$ cat config.mk
export PLATFORM = sky130hd
export DESIGN_NAME = paddle_position
export DESIGN_NICKNAME = d
export VERILOG_FILES = /design/src/rtl/paddle_position.sv
export SDC_FILE = /design/constraint.sdc
export NUM_CORES = 1
export LEC_CHECK = 0
export ABC_AREA = 1
export ABC_CLOCK_PERIOD_IN_PS = 4000
export CAP_MARGIN = 25
export CORE_MARGIN = 2
export CORE_UTILIZATION = 40
export DETAILED_ROUTE_END_ITERATION = 7
export DONT_BUFFER_PORTS = 1
export GPL_TIMING_DRIVEN = 0
export PLACE_DENSITY_LB_ADDON = 0.25
export SLEW_MARGIN = 25
export SYNTH_ARGS = -nofsm -noshare
export SYNTH_HDL_FRONTEND = slang
export SYNTH_SLANG_ARGS = --single-unit
export TNS_END_PERCENT = 100
$ cat constraint.sdc
create_clock -name CLOCK -period 4 [get_ports CLOCK]
set_clock_uncertainty 0.2 [all_clocks]
set_input_delay 0.2 -clock CLOCK [delete_from_list [all_inputs] [get_ports CLOCK]]
set_output_delay 0.2 -clock CLOCK [all_outputs]
set_load 0.01 [all_outputs]
$ cat src/rtl/paddle_position.sv
// Paddle position tracker: turns quadrature edge strobes into detent clicks and
// keeps a saturating paddle position with optional 2x acceleration.
module paddle_position #(
  parameter int POS_WIDTH       = 8,
  parameter int POS_MAX         = 27,
  parameter int EDGES_PER_CLICK = 4,
  parameter int WINDOW_CYCLES   = 1048576,
  parameter int FAST_CLICKS     = 6
) (
  input  logic                 CLOCK,
  input  logic                 RESET,
  input  logic                 COUNT_ENABLE,
  input  logic                 DIRECTION,
  input  logic                 CENTER,
  output logic [POS_WIDTH-1:0] POSITION,
  output logic                 MOVED,
  output logic                 AT_MIN,
  output logic                 AT_MAX
);

  localparam int ACC_W = $clog2(EDGES_PER_CLICK) + 2;
  localparam int WIN_W = $clog2(WINDOW_CYCLES);
  localparam int CNT_W = $clog2(FAST_CLICKS + 1) + 1;

  localparam logic [POS_WIDTH-1:0]    POS_MID  = POS_WIDTH'(POS_MAX / 2);
  localparam logic [POS_WIDTH:0]      POS_TOP  = (POS_WIDTH + 1)'(POS_MAX);
  localparam logic signed [ACC_W-1:0] ACC_ONE  = ACC_W'(1);
  localparam logic signed [ACC_W-1:0] ACC_PLIM = ACC_W'(EDGES_PER_CLICK);
  localparam logic signed [ACC_W-1:0] ACC_NLIM = ACC_W'(-EDGES_PER_CLICK);
  localparam logic [WIN_W-1:0]        WIN_LAST = WIN_W'(WINDOW_CYCLES - 1);
  localparam logic [CNT_W-1:0]        CNT_SAT  = CNT_W'(FAST_CLICKS);

  logic                    in_en_q, in_en_d;
  logic                    in_dir_q, in_dir_d;
  logic signed [ACC_W-1:0] acc_q, acc_d;
  logic                    pend_q, pend_d;
  logic                    pend_dir_q, pend_dir_d;
  logic [POS_WIDTH-1:0]    pos_q, pos_d;
  logic                    moved_q, moved_d;
  logic                    fast_q, fast_d;
  logic [WIN_W-1:0]        win_q, win_d;
  logic [CNT_W-1:0]        cnt_q, cnt_d;
  logic                    last_dir_q, last_dir_d;

  logic signed [ACC_W-1:0] acc_step;
  logic                    same_dir;
  logic [POS_WIDTH:0]      step_w;
  logic [POS_WIDTH:0]      pos_sum;
  logic [POS_WIDTH-1:0]    pos_inc;
  logic [POS_WIDTH-1:0]    pos_dec;

  // Candidate saturated positions for the pending click.
  always_comb begin
    same_dir = (pend_dir_q == last_dir_q);
    step_w   = (fast_q && same_dir) ? (POS_WIDTH + 1)'(2) : (POS_WIDTH + 1)'(1);
    pos_sum  = {1'b0, pos_q} + step_w;
    pos_inc  = (pos_sum > POS_TOP) ? POS_TOP[POS_WIDTH-1:0] : pos_sum[POS_WIDTH-1:0];
    pos_dec  = ({1'b0, pos_q} < step_w) ? '0 : pos_q - step_w[POS_WIDTH-1:0];
  end

  always_comb begin
    in_en_d    = COUNT_ENABLE;
    in_dir_d   = DIRECTION;
    acc_d      = acc_q;
    acc_step   = in_dir_q ? (acc_q + ACC_ONE) : (acc_q - ACC_ONE);
    pend_d     = 1'b0;
    pend_dir_d = pend_dir_q;
    pos_d      = pos_q;
    fast_d     = fast_q;
    cnt_d      = cnt_q;
    last_dir_d = last_dir_q;
    win_d      = (win_q == WIN_LAST) ? '0 : win_q + WIN_W'(1);

    if (in_en_q) begin
      if (acc_step == ACC_PLIM) begin
        acc_d      = '0;
        pend_d     = 1'b1;
        pend_dir_d = 1'b1;
      end else if (acc_step == ACC_NLIM) begin
        acc_d      = '0;
        pend_d     = 1'b1;
        pend_dir_d = 1'b0;
      end else begin
        acc_d = acc_step;
      end
    end

    if (pend_q) begin
      last_dir_d = pend_dir_q;
      pos_d      = pend_dir_q ? pos_inc : pos_dec;
      if (same_dir) begin
        if (cnt_q < CNT_SAT) cnt_d = cnt_q + CNT_W'(1);
      end else begin
        fast_d = 1'b0;
        cnt_d  = '0;
      end
    end

    // Window boundary decides fast mode for the whole next window.
    if (win_q == WIN_LAST) begin
      fast_d = (FAST_CLICKS != 0) && (cnt_d >= CNT_SAT);
      cnt_d  = '0;
    end

    if (CENTER) begin
      in_en_d    = 1'b0;
      acc_d      = '0;
      pend_d     = 1'b0;
      pos_d      = POS_MID;
      fast_d     = 1'b0;
      cnt_d      = '0;
      last_dir_d = last_dir_q;
    end

    moved_d = (pos_d != pos_q);
  end

  always_ff @(posedge CLOCK or posedge RESET) begin
    if (RESET) begin
      in_en_q    <= 1'b0;
      in_dir_q   <= 1'b0;
      acc_q      <= '0;
      pend_q     <= 1'b0;
      pend_dir_q <= 1'b0;
      pos_q      <= POS_MID;
      moved_q    <= 1'b0;
      fast_q     <= 1'b0;
      win_q      <= '0;
      cnt_q      <= '0;
      last_dir_q <= 1'b1;
    end else begin
      in_en_q    <= in_en_d;
      in_dir_q   <= in_dir_d;
      acc_q      <= acc_d;
      pend_q     <= pend_d;
      pend_dir_q <= pend_dir_d;
      pos_q      <= pos_d;
      moved_q    <= moved_d;
      fast_q     <= fast_d;
      win_q      <= win_d;
      cnt_q      <= cnt_d;
      last_dir_q <= last_dir_d;
    end
  end

  assign POSITION = pos_q;
  assign MOVED    = moved_q;
  assign AT_MIN   = (pos_q == '0);
  assign AT_MAX   = ({1'b0, pos_q} == POS_TOP);

endmodule

; Word level (Yosys, flattened, before mapping)
; Index checks and enable logic that the tools add are counted.
[totals]
ff_bits = 43
latch_bits = 0
wordCells = 65
mem_count = 0
in_bits = 5
output_inout_bits = 11
rom_bits = 0
mem_bits_rw = 0
[classes]
n_shift = 0
n_addsub = 6
n_eq_ne = 7
magnitude_cmp = 4
reduce_logical = 8
n_div = 0
muxes = 28
mul = 0
bitwise_logic = 1
[ops]
columns = cell, count
row1 = 4-bit 2-to-1 mux, 10
row2 = 8-bit 2-to-1 mux, 5
row3 = "20-bit by 1-bit adder with 20-bit output, second input constant", 1
row4 = "20-bit equality test, second input constant", 1
row5 = 20-bit 2-to-1 mux, 1
row6 = 1-bit 2-to-1 mux, 11
row7 = 8-bit by 2-bit adder with 9-bit output, 1
row8 = "9-bit by 5-bit > comparator with 1-bit output, second input constant", 1
row9 = "8-bit by 5-bit equality test with 1-bit output, second input constant", 1
row10 = 8-bit logical NOT, 1
row11 = 8-bit by 2-bit < comparator with 1-bit output, 1
row12 = 8-bit inequality test, 1
row13 = 8-bit by 2-bit subtractor with 8-bit output, 1
row14 = 2-bit AND reduction, 3
row15 = "4-bit by 1-bit adder with 4-bit output, second input constant", 1
row16 = "4-bit by 2-bit adder with 4-bit output, second input constant", 1
row17 = "4-bit by 3-bit equality test with 1-bit output, second input constant", 1
row18 = "4-bit equality test, second input constant", 1
row19 = "4-bit by 3-bit greater-or-equal comparator with 1-bit output, second input constant", 1
row20 = "4-bit by 3-bit < comparator with 1-bit output, second input constant", 1
row21 = 2-bit nonzero test, 2
row22 = "4-bit by 2-bit subtractor with 4-bit output, second input constant", 1
row23 = "3-bit by 2-bit inequality test with 1-bit output, second input constant", 1
row24 = 3-bit nonzero test, 1
row25 = other kinds (4), 4

; Longest topological paths before layout
; Gate-level depths: netlist (run 1).
[logic_depth]
ltp_word = 10
depth_mapped = 20
depth_no_buf = 20

; Worst setup path before layout (run 1)
; Ideal clock, no wire load.
[synth_path]
kind = register -> register
startpoint = register pend_dir_q
endpoint = register moved_q, in the netlist MOVED
setup_time_ns = 0.125
n_path_buf = 0
required_ns = 3.675
slack_ns = 1.182
arrival_ns = 2.492
period_less_slack_ns = 2.818
stages_incl_launch_ff = 20
path_cell_list = dfrtp_1 > xor2_1 > nor2_1 > inv_1 > ha_1 > fa_1 > nand2_1 > inv_1 > nor2_1 > nand2_1 > nor2_2 > nor2_4 > nand3_1 > nand2_1 > nand2_1 > nand2_1 > nand2_1 > nand2_1 > nor2_1 > nand3_1
[synth_between]
elab_chain_cells = 10
word_cells_on_any_way = 13
cone_classes = add/sub: 2 / order compare: 2 / eq/ne: 2 / mux: 6 / reduce/logical: 1
[synth_lines]
columns = element, line_no
row1 = from (decl), 37  ; logic pend_dir_q, pend_dir_d;
row2 = from (signal assigned), 136  ; pend_dir_q <= pend_dir_d;
row3 = 1-bit equality test, 54  ; same_dir = (pend_dir_q == last_dir_q);
row4 = 1-bit logical AND, 55  ; step_w = (fast_q && same_dir) ? (POS_WIDTH + 1)'(2) : (POS_WIDTH + 1)'(1);
row5 = 2-bit 2-to-1 mux, 55
row6 = 8-bit by 2-bit adder with 9-bit output, 56  ; pos_sum = {1'b0, pos_q} + step_w;
row7 = 9-bit by 5-bit > comparator with 1-bit output, 57  ; pos_inc = (pos_sum > POS_TOP) ? POS_TOP[POS_WIDTH-1:0] : pos_sum[POS_WIDTH-1:0];
row8 = 8-bit 2-to-1 mux, 57
row9 = 8-bit 2-to-1 mux *, 90  ; pos_d = pend_dir_q ? pos_inc : pos_dec;
row10 = 8-bit 2-to-1 mux *, 88  ; if (pend_q) begin
row11 = 8-bit 2-to-1 mux *, 105  ; if (CENTER) begin
row12 = 8-bit inequality test *, 115  ; moved_d = (pos_d != pos_q);
row13 = net moved_d, 39  ; logic moved_q, moved_d;
row14 = to (signal assigned), 138  ; moved_q <= moved_d;
row15 = to (decl), 39
; Mark *: on every way through the listed nets, which the timed path passes. The rest lies on a longest branch.
; A chain may end at the register's enable or synchronous reset.

; Worst setup path in the final report (run 1)
; Ends and elaborated chain as after synthesis.

==> results of run 1 <==
[worst max path at each step]
stage                     slack, ns  endpoint  startpoint  depth (start not counted)
after global routing           0.48     MOVED  pend_dir_q                         19
after CTS                      0.72     MOVED  pend_dir_q                         19
after floorplan                1.18     MOVED  pend_dir_q                         19
after global placement         0.74     MOVED  pend_dir_q                         19
final                          0.73     MOVED  pend_dir_q                         19
after detailed placement       0.74     MOVED  pend_dir_q                         19
[final cells by class]
type,instances,share of cell area
timing repair buffer,6,0.02298
buffer,7,0.01929
clock buffer,6,0.02380
sequential,43,0.3545
multi-input combinational,265,0.4715
inverter,45,0.05540
tap,80,0.03283
clock inverter,2,0.01970
[power by group through the flow]
stage	logic (uW)	registers (uW)	clock network, uW
finish	102	461	400
global route	116	463	428
CTS	102	461	414
detailed placement	96.9	470	0
global placement	93.3	470	0
floorplan	75.5	466	0
[timing repair]
item | in CTS | in global routing
hold buffers | 5 | 0
setup endpoints to repair | 0 | 0
endpoints found under the hold margin | 49 | 0
buffers inserted | 0 | 0
resized for setup | 0 | 0
[state kept, by name, summed over array words and instances, names as in the netlist, 4 cells and up]
signal,flops
cnt_q,4
win_q,20
acc_q,4
POSITION,8
[kinds of logic (layout without fill, tap and decap cells)]
kind of cell	count (synthesis)	in the layout	synth area share
and+or+nand+nor	201	201	0.3285
buffers and inverters	52	66	0.08291
DFF	43	43	0.3936
AOI/OAI and AO/OA	27	27	0.05194
xor gates and xnor gates	24	24	0.07654
adders and majority gates	12	12	0.06287
muxes	1	1	0.003645
[worst max-delay path, stage by stage (launching register included)]
cell and delay, ns:
dfrtp_1 0.46, xor2_1 0.20, nor2_1 0.31, inv_1 0.18
ha_1 0.25, fa_1 0.44, nand2_1 0.11, inv_1 0.08
nor2_1 0.09, nand2_1 0.07, nor2_2 0.15, nor2_4 0.06
nand3_1 0.06, nand2_1 0.07, nand2_1 0.07, nand2_1 0.08
nand2_1 0.07, nand2_1 0.06, nor2_1 0.08, nand3_1 0.07
[layer usage]
metal | global-route usage | part of all wire | up-vias
li1 | - | - | 1167
met1 | 0.2096 | 0.48 | 1068
met2 | 0.2651 | 0.47 | 37
met3 | 0.02938 | 0.037 | 6
met4 | 0.05256 | 0.011 | 0
met5 | 0 | 0 | -
[through the flow]
step	instance area (um^2)	util	setup slack (ns)	power [uW]
2_1_floorplan	2746	-	1.182	541.7
3_3_place_gp	2846	0.4237	0.7427	562.8
3_5_place_dp	2867	0.4266	0.7353	566.7
4_1_cts	3049	0.4538	0.7245	977.2
5_1_grt	3049	0.4538	0.4774	1007
6_report	3049	0.4538	0.7338	962.7
[cell usage in the layout, fill, tap and decap left out, types with 2 or more instances in the layout]
| cell | n |
|---|---|
| a21oi_1 | 12 |
| buf_2 | 2 |
| buf_4 | 2 |
| buf_6 | 3 |
| bufinv_16 | 2 |
| clkbuf_8 | 5 |
| dfrtp_1 | 39 |
| dfstp_2 | 4 |
| dlygate4sd3_1 | 5 |
| fa_1 | 3 |
| ha_1 | 9 |
| inv_1 | 42 |
| inv_2 | 3 |
| nand2_1 | 86 |
| nand2_2 | 6 |
| nand3_1 | 34 |
| nand4_1 | 5 |
| nor2_1 | 46 |
| nor2_2 | 5 |
| nor2_4 | 4 |
| nor3_1 | 8 |
| nor4_1 | 2 |
| o21ai_0 | 12 |
| xnor2_1 | 9 |
| xor2_1 | 15 |
==> metrics.log, run 1 <==
[metrics] Std-Cell Rows: 30
[metrics] sort of element at the end of the critical path: flip-flop
[metrics] cell with the most instances after synthesis: nand2_1
[metrics] Async SR Flop Fraction: 1.000
[metrics] Layout Nets: 390
[metrics] FF-to-FF End: MOVED
[metrics] full die area: ~7500 um^2
[metrics] sequential-to-total area share from yosys stat: 0.3936
[metrics] combined area of the multi-input logic cells: 1438 um^2
[metrics] global router's overall resource usage: 0.1595
[metrics] DR WL/cell: 12.33 um
[metrics] H-tree levels: 2
[metrics] Total Neg Setup Slack: 0 ns
[metrics] dominant register cell in the synthesized netlist: dfrtp_1
[metrics] number of enable flip-flop cells after synthesis: 0
[metrics] final period utilization: 0.8165
[metrics] via count of the routed design: 2,278
[metrics] post-synthesis average cell area: 7.629 um^2
[metrics] number of warning messages in the yosys log: 0
[metrics] count of different cell masters after synthesis: 31
[metrics] area used by sequential logic in the layout: 1081 um^2
[metrics] placer's final routability congestion estimate: about 0.87
[metrics] critical path fanouts, max: 6
[metrics] cell type contributing the most total cell area after synthesis: dfrtp_1
[metrics] final HPWL from detailed placement: just over 4000 um
[metrics] total power divided by cell area: ~320 nW/um^2
[metrics] vias in the first global route: roughly 2,200
[metrics] min Tclk post-route: ~3.3 ns
[metrics] Iteration-0 DRC Markers: approximately 160
[metrics] sort of element at the start of the critical path: flip-flop
[metrics] number of hold-slack violations in the final timing report: 0
[metrics] Area contributors post-synth: dfrtp_1 (36%), nand2_1 (12%), nor2_1 (6.3%)
[metrics] post-synth net total: around 380
[metrics] Cell Count Post-Placement: about 440
[metrics] unrepaired setup endpoints after global routing: false
[metrics] fraction of final layout cells sized beyond drive strength 1: 0.1070
[metrics] total DRC errors in the routed layout: 0
[metrics] Overflow after GRT: 0
[metrics] DRT Wirelength: roughly 5600 um
[metrics] Critical Setup Path Class: flip-flop to flip-flop
[metrics] average via count per standard cell: around 5.0
[metrics] Die Ht: ~87 um
[metrics] maximum clock frequency: approximately 310 MHz
[metrics] normalized max-slew margin: 0.6062
[metrics] drt pass-1 iters: 4
[metrics] sequential share of power: 0.479
[metrics] final setup violation count: 0
[metrics] Leak: roughly 0.0015 uW
[metrics] maximum clock insertion buffer count: 2
[metrics] I/O pin count: 16
[metrics] share of the synthesized area in the top cell type: 0.3554
[metrics] Worst-Skew Late Latency: 0.30 ns
[metrics] netlist area before placement: ~2700 um^2
[metrics] Num CTS Buffers: 5
[metrics] die extent in x: 86.86 um
[metrics] outcome: finished, final reports clean
[metrics] antenna violations before repair: 0
[metrics] maximum VDD drop: between 0.0002 and 0.00025 V
[metrics] part of the total power dissipated in combinational logic: 0.106
[metrics] Slew Limit Fails: 0
[metrics] type of the most critical hold path: input pin to async pin
[metrics] switching part of the total power: 0.2356
[metrics] number of max-capacitance violations reported: 0
[metrics] number of inserted filler cells in the final layout: around 660
[metrics] pin count of the biggest net entering global routing: 33
[metrics] ANT nets after route: 0
[metrics] data required time at the worst endpoint: 3.99 ns
[metrics] Synth Register Bits: 43
[metrics] Hold WS: between 0.09 and 0.1 ns
[metrics] cell internal pwr: 735.9 uW
[metrics] core area: approximately 6700 um^2
[metrics] wire length of the first global-routing pass: between 9000 and 10,000 um
[metrics] Reg2Reg Launch Point: pend_dir_q
[metrics] number of non-filler instances in the completed layout: between 400 and 500
[metrics] clock input transition at the sequential cells of the worst setup and hold paths: 0.08 ns
[metrics] cell at the root of the clock tree: clkbuf_8
[metrics] Initial Util: 0.4088
[metrics] pin slew with the least headroom to its limit: 0.5853 ns
[metrics] worst r2r path cells: 19
[metrics] number of buffers inserted by port buffering: 0
[metrics] setup slack of the most critical reg-to-reg path: 0.73 ns
[metrics] TritonCTS clock tree: yes
[metrics] count of clock tree sinks: 43
[metrics] synth cell count leaders: nand2_1 (86), nor2_1 (46), inv_1 (43), dfrtp_1 (39), nand3_1 (34)
[metrics] number of inserted diodes: 0
[metrics] switching component of the power: 226.8 uW
[metrics] number of standard cells after synthesis: 360
[metrics] Data arrival, critical path: approximately 3.3 ns
[metrics] part of the total power dissipated in the clock network: 0.415
[metrics] synth-to-layout area growth: 11.02%
(Power assumes the default switching activity.)
==> inputs of run 2 (changes only) <==
- ABC_CLOCK_PERIOD_IN_PS: 4000 -> 2650
- clock period: 4 -> 2.65 ns (I/O delays scaled with it)
==> run 2 against run 1 <==
  * The run now ends with negative setup slack left
  * Setup slack got worse by 0.97 ns
  * Non-clock buffer count grew 8
  * Largest cell class unchanged
  * Routed wire length rose by 2.3%
  * Sequential power increased by 51%
  * Global-route usage rose by 0.32 points
==> metrics.log, run 2 (synthesis gave the netlist of run 1 again) <==
[metrics] Placement Cell Area: between 2000 and 3000 um^2
[metrics] maximum clock insertion buffer count: 2
[metrics] total DRC errors in the routed layout: 0
[metrics] Std-Cell Rows: 30
[metrics] Worst-Skew Late Latency: 0.30 ns
[metrics] final period utilization: 1.089
[metrics] number of max-capacitance violations reported: 0
[metrics] full die area: around 7500 um^2
[metrics] Slew Limit Fails: 0
[metrics] unrepaired setup endpoints after global routing: true
[metrics] global-route track usage on met1: 0.2198
[metrics] sort of element at the start of the critical path: flip-flop
[metrics] worst setup margin: -0.2369 ns
[metrics] sort of element at the end of the critical path: flip-flop
[metrics] critical path fanouts, max: 4
[metrics] via count of the routed design: 2,306
[metrics] worst r2r path cells: 18
[metrics] final HPWL from detailed placement: about 4200 um
[metrics] placer's final routability congestion estimate: 0.8798
[metrics] type of the most critical hold path: input pin to async pin
[metrics] maximum clock frequency: around 350 MHz
[metrics] Iteration-0 DRC Markers: 90
[metrics] fin area: 3211 um^2
[metrics] die extent in x: between 80 and 90 um
[metrics] series of cell instances along the critical path: xor2_4 > nor2_4 > inv_4 > ha_4 > inv_4 > fa_2 > nor2_4 > nand2_4 > nor2_4 > nand3_1 > o21ai_2 > nand3_1 > nand2_1 > nand3_1 > nor2_1 > nand2_1 > nor2_1 > nand3_1
[metrics] number of inserted diodes: 0
[metrics] FF-to-FF End: MOVED
[metrics] most repeated library cell on the critical path: nand3_1
[metrics] Cell Count Post-Placement: ~440
[metrics] TritonCTS clock tree: yes
[metrics] GR Layer Usage met3: 0.02749
[metrics] number of inserted filler cells in the final layout: ~640
[metrics] drt pass-1 iters: 4
[metrics] DRT Wirelength: ~5700 um
[metrics] peak per-stage delay on the critical path: 0.58 ns
[metrics] max FFs per register: 20
[metrics] DR WL/cell: between 10 and 15 um
[metrics] I/O pin count: 16
[metrics] commonest non-fill, non-tap cells in the layout: nand2_1 (80), nor2_1 (44), dfrtp_1 (38), inv_1 (38), nand3_1 (31)
[metrics] number of non-filler instances in the completed layout: ~460
[metrics] Leak: 0.001581 uW
[metrics] cell at the root of the clock tree: clkbuf_8
[metrics] setup slack of the most critical reg-to-reg path: -0.24 ns
[metrics] violations in the final reports: negative setup slack
[metrics] normalized max-slew margin: 0.5977
[metrics] wire length of the first global-routing pass: about 10000 um
[metrics] maximum VDD drop: between 0.0003 and 0.0004 V
[metrics] GRT met2 Usage: 0.2602
[metrics] fraction of final layout cells sized beyond drive strength 1: 0.1806
[metrics] Layout Nets: approximately 400
[metrics] min Tclk post-route: approximately 2.9 ns
[metrics] core area: approximately 6700 um^2
[metrics] vias in the first global route: 2,234
[metrics] Data arrival, critical path: ~2.9 ns
[metrics] count of clock tree sinks: 43
[metrics] Die Ht: 86.86 um
[metrics] antenna violations before repair: 0
[metrics] pin slew with the least headroom to its limit: between 0.5 and 0.6 ns
[metrics] average via count per standard cell: ~5
[metrics] Reg2Reg Launch Point: last_dir_q
[metrics] CP max-delay cell: dfstp_2
[metrics] Top reg by flops: win_q
[metrics] total power divided by cell area: about 440 nW/um^2
[metrics] H-tree levels: 2
[metrics] setup slack at placement: -0.3529 ns
[metrics] Most Crowded Layer GR: met2
[metrics] Total Neg Setup Slack: -0.2369 ns
[metrics] Critical Setup Path Class: flip-flop to flip-flop
[metrics] number of hold-slack violations in the final timing report: 0
[metrics] synth-to-layout area growth: 16.90%
[metrics] number of buffers inserted by port buffering: 0
[metrics] global router's overall resource usage: 0.1627
[metrics] clock input transition at the sequential cells of the worst setup and hold paths: roughly 0.08 ns
[metrics] Num CTS Buffers: 5
[metrics] Initial Util: 0.4088
[metrics] data required time at the worst endpoint: 2.62 ns
[metrics] leading cell type in the layout, fill and taps excluded: nand2_1
[metrics] final setup violation count: 1
[metrics] ANT nets after route: 0
[metrics] Overflow after GRT: 0
[metrics] pin count of the biggest net entering global routing: 23
[metrics] outcome: complete, but fails checks
-- run 2: final cells by class --
type | instances | area [um^2] | share of cell area
buffer | 7 | 58.81 | 0.01832
sequential | 43 | 1082 | 0.3371
clock buffer | 6 | 72.57 | 0.02260
clock inverter | 2 | 37.54 | 0.01169
timing repair buffer | 14 | 140.1 | 0.04365
inverter | 45 | 173.9 | 0.05417
tap | 80 | 100.1 | 0.03118
multi-input combinational | 265 | 1545 | 0.4813
-- run 2: through the flow --
stage | utilization | power, uW | hold slack [ns]
2_1_floorplan | - | 825.9 | -0.03607
3_3_place_gp | 0.4283 | 858.2 | -0.03602
3_5_place_dp | 0.4324 | 864.6 | -0.1191
4_1_cts | 0.4704 | 1406 | 0.1236
5_1_grt | 0.4778 | 1483 | 0.1651
6_report | 0.4778 | 1410 | 0.1199
-- run 2: per-layer routing --
metal	up-vias	part of all wire
li1	1179	-
met1	1088	0.48
met2	31	0.48
met3	8	0.029
met4	0	0.013
met5	-	0
-- run 2: worst max path at each step --
stage,cells past startpoint,slack (ns),start,to
finish,18,-0.24,last_dir_q,MOVED
global placement,19,-0.37,pend_dir_q,MOVED
global route,18,-0.43,last_dir_q,MOVED
CTS,20,-0.29,last_dir_q,MOVED
floorplan,20,-0.008,last_dir_q,MOVED
detailed placement,19,-0.35,pend_dir_q,MOVED
-- run 2: report_power, final --
group,switching (uW),internal (uW),total (uW)
clock network,229,281,510
logic,113,87.9,201
registers,22.2,676,698
-- run 2: critical path, delay by kind of cell (launching register included) --
kind / cells / cell delay (ns)
compound gates: 1 / 0.10
flops: 1 / 0.58
simple gates: 12 / 1.08
fa+ha+maj: 2 / 0.51
buf+inv: 2 / 0.11
xor+xnor: 1 / 0.18
-- run 2: what timing repair did --
item | CTS | global route
buffers inserted | 8 | 2
endpoints found under the hold margin | 56 | 1
resized for setup | 8 | 15
setup endpoints to repair | 5 | 7
hold buffers | 5 | 1
pin swaps | 8 | 8
